## config.mk

```make
export PLATFORM = sky130hd
export DESIGN_NAME = seed_fn_in
export DESIGN_NICKNAME = d
export VERILOG_FILES = /design/src/rtl/seed_fn_in.sv
export SDC_FILE = /design/constraint.sdc
export NUM_CORES = 1
export LEC_CHECK = 0
export CELL_PAD_IN_SITES_DETAIL_PLACEMENT = 0
export CELL_PAD_IN_SITES_GLOBAL_PLACEMENT = 1
export CORE_ASPECT_RATIO = 1.2
export CORE_MARGIN = 4
export CORE_UTILIZATION = 44
export DETAILED_ROUTE_END_ITERATION = 10
export PLACE_DENSITY_LB_ADDON = 0.05
export SETUP_SLACK_MARGIN = 0.05
export SYNTH_ARGS = -nofsm -noshare
export SYNTH_HDL_FRONTEND = slang
export SYNTH_SLANG_ARGS = --single-unit
```

## constraint.sdc

```tcl
create_clock -name clk -period 14.5 [get_ports clk]
set_input_delay 2.175 -clock clk [delete_from_list [all_inputs] [get_ports clk]]
set_output_delay 2.175 -clock clk [all_outputs]
set_load 0.01 [all_outputs]
```

## src/rtl/seed_fn_in.sv

```systemverilog
// seed_fn_in: SEED plaintext input stage, block split and round sequencer.
// Define SEED_FN_IN_SKID_EN for a one-entry skid slot (back-to-back blocks).
module seed_fn_in #(
  parameter int NUM_ROUNDS      = 16,
  parameter int DRAIN_EN_PULSES = 2
) (
  input  logic         clk,
  input  logic         reset,
  input  logic         clk_en,
  input  logic         in_valid,
  input  logic [127:0] plaintext,
  output logic         in_ready,
  output logic [63:0]  L,
  output logic [63:0]  R,
  output logic         load,
  output logic [3:0]   Rounds,
  output logic         busy
);

  localparam int DW =
    (DRAIN_EN_PULSES > 1) ? $clog2(DRAIN_EN_PULSES) : 1;
  localparam logic [3:0] LAST_RND = 4'(NUM_ROUNDS - 1);
  localparam logic [DW-1:0] LAST_DRN = DW'(DRAIN_EN_PULSES - 1);

  localparam int I_IDLE  = 0;
  localparam int I_LOAD  = 1;
  localparam int I_RUN   = 2;
  localparam int I_DRAIN = 3;

  typedef enum logic [3:0] {
    S_IDLE  = 4'b0001,
    S_LOAD  = 4'b0010,
    S_RUN   = 4'b0100,
    S_DRAIN = 4'b1000
  } state_t;

  state_t        state_q, state_d;
  logic [127:0]  blk_q, blk_d;
  logic [63:0]   l_q, l_d;
  logic [63:0]   r_q, r_d;
  logic          load_q, load_d;
  logic [3:0]    rnd_q, rnd_d;
  logic [DW-1:0] drn_q, drn_d;
  logic          busy_q, busy_d;
  logic          rdy_q, rdy_d;
  logic          accept;

`ifdef SEED_FN_IN_SKID_EN
  logic [127:0]  skid_q, skid_d;
  logic          skid_vld_q, skid_vld_d;
`endif

  always_comb begin
    state_d = state_q;
    blk_d   = blk_q;
    l_d     = l_q;
    r_d     = r_q;
    load_d  = load_q;
    rnd_d   = rnd_q;
    drn_d   = drn_q;
    accept  = in_valid && rdy_q;
`ifdef SEED_FN_IN_SKID_EN
    skid_d     = skid_q;
    skid_vld_d = skid_vld_q;
    // A block offered while one is in flight parks in the skid slot.
    if (accept && !state_q[I_IDLE]) begin
      skid_d     = plaintext;
      skid_vld_d = 1'b1;
    end
`endif
    unique case (1'b1)
      state_q[I_IDLE]: begin
        if (accept) begin
          blk_d   = plaintext;
          state_d = S_LOAD;
        end
      end
      state_q[I_LOAD]: begin
        if (clk_en) begin
          l_d     = blk_q[127:64];
          r_d     = blk_q[63:0];
          load_d  = 1'b1;
          rnd_d   = 4'd0;
          state_d = S_RUN;
        end
      end
      state_q[I_RUN]: begin
        if (clk_en) begin
          load_d = 1'b0;
          if (rnd_q == LAST_RND) begin
            rnd_d   = 4'd0;
            drn_d   = '0;
            state_d = S_DRAIN;
          end else begin
            rnd_d = rnd_q + 4'd1;
          end
        end
      end
      state_q[I_DRAIN]: begin
        if (clk_en) begin
          drn_d = drn_q + DW'(1);
          if (drn_q == LAST_DRN) begin
            state_d = S_IDLE;
`ifdef SEED_FN_IN_SKID_EN
            // A block arriving on the exit edge bypasses the slot.
            if (skid_vld_q) begin
              blk_d      = skid_q;
              skid_vld_d = 1'b0;
              state_d    = S_LOAD;
            end else if (accept) begin
              blk_d      = plaintext;
              skid_vld_d = 1'b0;
              state_d    = S_LOAD;
            end
`endif
          end
        end
      end
      default: state_d = S_IDLE;
    endcase
`ifdef SEED_FN_IN_SKID_EN
    rdy_d = !skid_vld_d;
`else
    rdy_d = (state_d == S_IDLE);
`endif
    busy_d = (state_d != S_IDLE);
  end

  always_ff @(posedge clk or posedge reset) begin
    if (reset) begin
      state_q <= S_IDLE;
      blk_q   <= '0;
      l_q     <= '0;
      r_q     <= '0;
      load_q  <= 1'b0;
      rnd_q   <= 4'd0;
      drn_q   <= '0;
      busy_q  <= 1'b0;
      rdy_q   <= 1'b0;
    end else begin
      state_q <= state_d;
      blk_q   <= blk_d;
      l_q     <= l_d;
      r_q     <= r_d;
      load_q  <= load_d;
      rnd_q   <= rnd_d;
      drn_q   <= drn_d;
      busy_q  <= busy_d;
      rdy_q   <= rdy_d;
    end
  end

`ifdef SEED_FN_IN_SKID_EN
  always_ff @(posedge clk or posedge reset) begin
    if (reset) begin
      skid_q     <= '0;
      skid_vld_q <= 1'b0;
    end else begin
      skid_q     <= skid_d;
      skid_vld_q <= skid_vld_d;
    end
  end
`endif

  assign in_ready = rdy_q;
  assign L        = l_q;
  assign R        = r_q;
  assign load     = load_q;
  assign Rounds   = rnd_q;
  assign busy     = busy_q;

endmodule

```

# ---- After elaboration in Yosys (flattened, before gate mapping)
# Cells that the tools add are included.
dict set report word_totals {
  register_bits 268
  in_bits 132
  word_cells 43
}
dict set report op_classes {
  n_addsub 2
  reduce_logical 7
  eq_ne 7
  muxes 18
}
# cell n
set op_table {}
lappend op_table {{4-bit two-way mux} 7}
lappend op_table {{4-bit case mux with 4 select lines} 1}
lappend op_table {{4-bit case mux with 2 select lines} 1}
lappend op_table {{2-bit != test (second input constant)} 3}
lappend op_table {{1-bit two-way mux} 5}
lappend op_table {{4-bit by 1-bit adder with 4-bit output (second input constant)} 1}
lappend op_table {{4-bit by 1-bit equality test with 1-bit output (second input constant)} 1}
lappend op_table {{4-bit equality test (second input constant)} 1}
lappend op_table {{4-bit by 1-bit != test with 1-bit output (second input constant)} 1}
lappend op_table {{1-bit case mux with 2 select lines} 2}
lappend op_table {{2-bit AND reduction} 2}
lappend op_table {{4-bit AND reduction} 1}
lappend op_table {{2-bit nonzero test} 2}
lappend op_table {{3-bit two-way mux} 1}
lappend op_table {{3-bit AND reduction} 1}
lappend op_table {{2-bit two-way mux} 1}
lappend op_table {{2-bit by 1-bit != test with 1-bit output (second input constant)} 1}
lappend op_table {{1-bit adder (second input constant)} 1}
lappend op_table {{1-bit logical AND} 1}

# ---- Longest topological paths before layout
# Gate-level depths: netlist of run 1.
dict set report depth {
  ltp_word 5
  mapped_depth 5
  mapped_depth_nobuf 4
}

# ---- Worst setup path after synthesis of run 1
# Ideal clock, no wire load.
dict set report synth_timing {
  path_kind {in2reg}
  startpoint {input port in_valid}
  endpoint {register blk_q[0]}
  required_time_ns 14.375
  t_arrival_ns 3.041
  slack_ns 11.335
  stages 4
  cell_sequence {nand3_1 -> buf_2 -> buf_2 -> mux2_2}
}
dict set report synth_via {
  elab_chain_len 2
}
# element line
set synth_lines {}
lappend synth_lines {{from (decl)} 10} ;# input logic in_valid,
lappend synth_lines {{1-bit logical AND} 61} ;# accept = in_valid && rdy_q;
lappend synth_lines {{2-bit AND reduction (no source line)} -}
lappend synth_lines {{to (signal assigned)} 142} ;# blk_q <= blk_d;
lappend synth_lines {{to (decl)} 38} ;# logic [127:0] blk_q, blk_d;
# Every way passes these cells.
# A chain may end at the register's enable or synchronous reset.

# ---- Worst setup path in the final report of run 1
dict set report layout_timing {
  startpoint {input port clk_en}
  endpoint {register r_q[45] (netlist: R[45])}
}
dict set report layout_via {
  elab_chain_len 1
}
# element line
set layout_lines {}
lappend layout_lines {{from (decl)} 9} ;# input logic clk_en,
lappend layout_lines {{2-bit AND reduction (no source line)} -}
lappend layout_lines {{to (signal assigned)} 144} ;# r_q <= r_d;
lappend layout_lines {{to (decl)} 40} ;# logic [63:0] r_q, r_d;
# Every way passes these cells.

==> results.yml, run 1 <==
floorplanning:
  die_w_microns: 148
  pin_count: 267
  initial_core_util_pct: 44.8
  dieArea_sq_um: 26200
  rows: 61
  core_sq_um: 23200
  die_h_microns: 176
clock_tree:
  clk_latency_ns: 0.53
  cts.sinks: 268
  cts-buffers-inserted: 28
  cts-root-buf: "clkbuf_16"
  cts_setup_buffers: 0
  clkTransAtPathRegs_ns: 0.06
  cts_htree_levels: 1
  cts_hold_buf: 0
  post_cts_resized: 0
  cts_tree: "built"
  clockBufferDepth: 3
yosys:
  synth_top_area_share_pct: 64.3
  synth-seq-area-share_pct: 64.5
  syn-num-nets: 729
  ys_types: 26
  netlist_top_cells_area: "dfrtp_1, mux2_2, mux2_4"
  synth_top_area_cell: "dfrtp_1"
  synth.yosys.warnings: 0
  avgSynthCellArea_sq_um: 17.4
  synthCells: 596
  synth_seq_cells: 268
  syn-cell-area_sq_um: 10400
drt:
  drt_wl_total_mm: 22.7
  drt-pass1-iter-count: 4
  drt.antenna.violating_nets: 0
  routedWlPerCell_microns: 18.8
  drt_iter0_markers: 217
  avgViaCountPerCell: 4.85
  route.detailed.drc: 0
  num_vias: 5839
grt:
  grt_usage_pct: 17.2
  grt_overflow: 0
  grt_max_degree: 129
  grt_pass1_vias: 6539
  antenna_found_initial: 2
  grt_first_pass_wirelength_mm: 36.1
critical_path:
  reg2reg_slack_ns: 12.34
  cp_slowest_stage_delay_ns: 0.85
  slowest_stage: "buf_4"
  start_kind: "primary input"
  critPathArrivalTime_ns: 4.55
  path_class: "primary input to register"
  crit_required_ns: 14.91
  crit_fanout: 66
  crit_chain: "clkdlybuf4s50_1 > nand2_4 > buf_4 > mux2_2"
  cp-end-kind: "register"
timing:
  fmax_mhz: 242
  min_period_ns: 4.14
  timing.final.hold_violations: 0
  setup_viol: 0
  post-route-period-util_pct: 28.6
  relSlewSlack_pct: 26.4
  fin_skew_ns: 0.00950
  final.setup.tns_ns: 0
  tightest_slew_ns: 1.10
  rsz0062_at_grt: "no"
  slew_viol_final: 0
placement:
  gp_congestion: 0.744
  dp.cells: 1153
  place_area_sq_um: 13300
  place_hpwl_mm: 15.3
  numPortBuffers: 266
finish:
  drive_gt1_share_pct: 34.5
  layout.nets: 1001
  fillers: 1793
  fin_cells: 1205
  seq_area_sq_um: 6710
  finalInstanceArea_sq_um: 14200
  multi_input_area_sq_um: 3460
  syn_to_final_growth_pct: 36.5
pwr:
  clkPwrFrac_pct: 22.1
  p_comb_share_pct: 35.6
  power.density_nw_per_um2: 219
  switching_power_uw: 859
  leakagePower_nw: 6.52
  swShare_pct: 27.7
  seqPwrFrac_pct: 42.3
  p_int_mw: 2.25
  peakVddDrop_mv: 0.107
job:
  cap_violations: 0
hold_path:
  worstHoldPathType: "register to register"
run_status:
  status: "completed"
[cell type report]
class                           instances  area share, %
Timing Repair Buffer                  272           19.1
Tap cell                              315           2.78
Multi-Input combinational cell        295           24.4
Clock inverter                         13          0.476
Inverter                                3          0.132
Antenna cell                            1         0.0176
Clock buffer                           38           5.85
Sequential cell                       268           47.3
[placed cells by master (no fill, tap or decap), types with 2 or more instances in the layout]
master / n
o21ai_0: 4
clkbuf_16: 29
mux2_2: 158
clkinv_2: 12
and3_1: 2
buf_4: 6
clkbuf_8: 7
nor2_1: 2
mux2_4: 90
a21oi_1: 4
o31ai_1: 2
clkbuf_1: 2
nand2_1: 9
inv_1: 2
nand3_1: 4
dfrtp_1: 267
mux2_1: 8
clkdlybuf4s50_1: 266
nor3_1: 2
[stage by stage]
step	utilization, %	setup slack, ns	power (mW)	hold slack [ns]
after global routing	61.1	10.21	3.29	0.500
after detailed placement	57.3	9.78	2.45	0.472
after global placement	57.3	9.91	2.40	0.462
final	61.1	10.36	3.10	0.483
after CTS	61.1	10.34	3.16	0.485
after floorplan	-	4.94	1.92	0.452
[synthesized netlist by cell type]
cell type,n
dfrtp_1,267
mux2_1,8
nor3b_1,1
o21ai_0,4
a32o_1,1
inv_1,3
nand4_1,1
nand3b_1,1
o221ai_1,1
nand3_1,5
nand2_1,10
a21oi_1,4
o31ai_1,2
mux2_4,90
clkbuf_1,1
nor2_1,2
buf_2,11
and3_1,2
buf_6,11
ha_1,1
a41o_1,1
dfstp_2,1
a22o_1,1
mux2_2,158
buf_4,7
nor3_1,2
[kinds of logic after synthesis]
group | count (synthesis) | share of synthesized area (%)
buf+inv | 33 | 2.37
fa+ha+maj | 1 | 0.120
simple gates | 24 | 1.10
flops | 268 | 64.5
compound gates | 14 | 0.891
mux | 256 | 31.0
[worst paths after layout]
path | cells past startpoint | to | from
max in group asynchronous | 3 | L[57] | reset
worst min register to register | 1 | L[14] | blk_q[78]
worst min-delay path | 1 | L[14] | blk_q[78]
worst max register to register | 3 | R[45] | state_q[1]
worst max-delay path | 4 | R[45] | clk_en
min in group asynchronous | 2 | R[58] | reset
[sequential cells by signal, summed over array words and instances (netlist names)]
| register | cells |
|---|---|
| blk_q | 128 |
| L | 64 |
| R | 64 |
| Rounds | 4 |
| state_q | 4 |
| busy | 1 |
| drn_q | 1 |
| in_ready | 1 |
| load | 1 |
[worst max-delay path: cells and delay by family]
kind	cells	cell delay (ns)
buffers and inverters	2	1.53
and+or+nand+nor	1	0.33
muxes	1	0.42
[power by group through the flow]
stage	Clock, mW	Sequential [mW]	Combinational (mW)
2_1_floorplan	0	1.36	0.559
3_3_place_gp	0	1.30	1.10
3_5_place_dp	0	1.33	1.13
4_1_cts	0.708	1.32	1.13
5_1_grt	0.742	1.36	1.19
6_report	0.685	1.31	1.11
[routing by layer]
layer  vias to the layer above  global-route usage (%)  routed length [microns]
li1                       2640                       -                        -
met1                      2974                    21.8                     9100
met2                       186                    28.7                    11200
met3                        37                    5.42                     1760
met4                         2                    4.97                      572
met5                         -                       0                       20
(Power assumes the default switching activity.)
==> inputs of run 2 (changes only) <==
- CORE_UTILIZATION: 44 -> 36
- clock period: 14.5 -> 3.5 ns (I/O delays scaled with it)
==> run 2 against run 1 <==
First-iteration DRC count down 3.7%. Combinational power rose to 4.2 times the previous value. Sequential cell count unchanged. Final area up 2.0%. Clock skew about the same. Setup slack worse by 9.0 ns. Clock power rose to 4.5 times the previous value. Non-clock buffer count up 4. Hold slack better by 0.0020 ns. Cell count up 5.7%. Critical path type is now register to output port.
==> results.yml, run 2 (synthesis gave the netlist of run 1 again) <==
job:
  cap_violations: 0
timing:
  rsz0062_at_grt: "no"
  final.setup.tns_ns: 0
  setup_viol: 0
  min_period_ns: 2.10
  slew_viol_final: 0
  fin_skew_ns: 0.00906
  post-route-period-util_pct: 60.0
  tightest_slew_ns: 0.593
  setup_slack_ns: 1.40
  timing.final.hold_violations: 0
  relSlewSlack_pct: 60.4
  fmax_mhz: 476
drt:
  drt.antenna.violating_nets: 0
  wirelength_met1_mm: 9.68
  wl_met2_mm: 11.6
  drt_iter0_markers: 209
  num_vias: 5871
  wl_met3_mm: 1.98
  route.detailed.drc: 0
  avgViaCountPerCell: 4.61
  routedWlPerCell_microns: 18.5
  drt_wl_total_mm: 23.6
  top_layer: "met4"
  drt-pass1-iter-count: 4
placement:
  place_hpwl_mm: 16.0
  preCtsSetupSlack_ns: 1.06
  numPortBuffers: 266
  dp.cells: 1221
  gp_congestion: 0.700
critical_path:
  path_class: "register to output port"
  critical_path.top_delay_family: "buffers and inverters"
  worstReg2RegStart: "state_q[0]"
  r2r_cells: 3
  cp_slowest_stage_delay_ns: 0.60
  crit_chain: "clkdlybuf4s50_1"
  r2r-end: "blk_q[92]"
  slowest_stage: "clkdlybuf4s50_1"
  cp-end-kind: "output port"
  worst-path-buf-inv: 1
  crit_required_ns: 2.97
  cp-startpoint: "Rounds[2]"
  start_kind: "register"
  critPathArrivalTime_ns: 1.57
  crit_end: "Rounds[2]"
  reg2reg_slack_ns: 1.66
  cp_num_cells: 1
  crit_fanout: 7
finish:
  regMostFlops: "blk_q"
  fin_cells: 1274
  largest_reg_flops: 128
  syn_to_final_growth_pct: 39.2
  layout.nets: 1006
  drive_gt1_share_pct: 34.4
  fillers: 2443
  mostFrequentLayoutCells: "dfrtp_1, clkdlybuf4s50_1, mux2_2"
  final_core_util_pct: 51.4
  mostFrequentLayoutCell: "dfrtp_1"
  diodes: 0
floorplanning:
  dieArea_sq_um: 31700
  die_h_microns: 194
  pin_count: 267
  rows: 67
  initial_core_util_pct: 36.9
  die_w_microns: 163
  core_sq_um: 28200
pwr:
  clkPwrFrac_pct: 23.6
  power.density_nw_per_um2: 910
  leakagePower_nw: 6.59
  p_comb_share_pct: 35.2
  swShare_pct: 27.2
  peakVddDrop_mv: 0.454
  p_int_mw: 9.59
  switching_power_mw: 3.58
  seqPwrFrac_pct: 41.2
grt:
  grt_usage_pct: 14.5
  antenna_found_initial: 0
  grt_pass1_vias: 6579
  grt_first_pass_wirelength_mm: 37.2
  grt_max_degree: 110
  grt_overflow: 0
clock_tree:
  cts_htree_levels: 1
  clk_latency_ns: 0.52
  cts.sinks: 268
  clkTransAtPathRegs_ns: 0.06
  cts_setup_buffers: 0
  cts_tree: "built"
  cts_hold_buf: 0
  clockBufferDepth: 3
  cts-root-buf: "clkbuf_16"
  post_cts_resized: 0
  cts-buffers-inserted: 29
run_status:
  status: "completed"
hold_path:
  worstHoldPathType: "register to register"
==> run 2: changes by cell type in the layout (fill, tap and decap cells not counted), sizes merged <==
cell,previous run,this run
clkinvlp,1,3
clkbuf,38,44
diode,1,0
buf,6,10
clkinv,12,4
inv,3,2
bufinv,0,3
==> run 2: area by class of cell <==
type	instances	area, sq um	share of cell area, %
Multi-Input combinational cell	295	3460	23.9
Tap cell	379	474	3.28
Sequential cell	268	6710	46.4
Clock buffer	44	862	5.96
Inverter	3	15.0	0.104
Timing Repair Buffer	276	2830	19.5
Clock inverter	9	125	0.865
==> run 2: worst min path at each step <==
stage             to  cells past startpoint      start  slack [ns]
2_1_floorplan  L[11]                      1  blk_q[75]        0.45
3_3_place_gp   L[14]                      1  blk_q[78]        0.46
3_5_place_dp   L[16]                      1  blk_q[80]        0.48
4_1_cts        L[16]                      1  blk_q[80]        0.49
5_1_grt        L[15]                      1  blk_q[79]        0.50
6_report       L[16]                      1  blk_q[80]        0.49
==> run 2: metrics by stage <==
| stage | power [mW] | hold WS, ns | cell area [sq um] |
|---|---|---|---|
| finish | 13.2 | 0.485 | 14500 |
| global placement | 10.0 | 0.460 | 13500 |
| detailed placement | 10.2 | 0.476 | 13500 |
| global route | 13.9 | 0.502 | 14500 |
| CTS | 13.4 | 0.489 | 14500 |
| floorplan | 7.95 | 0.452 | 10400 |
==> run 2: power by group through the flow <==
| stage | logic, mW | clock network, mW | registers [mW] |
|---|---|---|---|
| global placement | 4.63 | 0 | 5.38 |
| CTS | 4.73 | 3.21 | 5.45 |
| global route | 4.95 | 3.34 | 5.63 |
| finish | 4.63 | 3.11 | 5.43 |
| floorplan | 2.32 | 0 | 5.63 |
| detailed placement | 4.71 | 0 | 5.48 |
==> run 2: per-layer routing <==
metal  vias up  GRT usage, %
met1      3006          18.2
met2       179          24.5
met3        32          4.98
met4         0          2.98
li1       2654             -
met5         -             0
==> run 2: worst register-to-register path, delay by kind of cell, from the launching register on <==
| kind | cells | cell delay [ns] |
|---|---|---|
| flops | 1 | 0.55 |
| simple gates | 1 | 0.45 |
| buf+inv | 1 | 0.42 |
| mux | 1 | 0.30 |
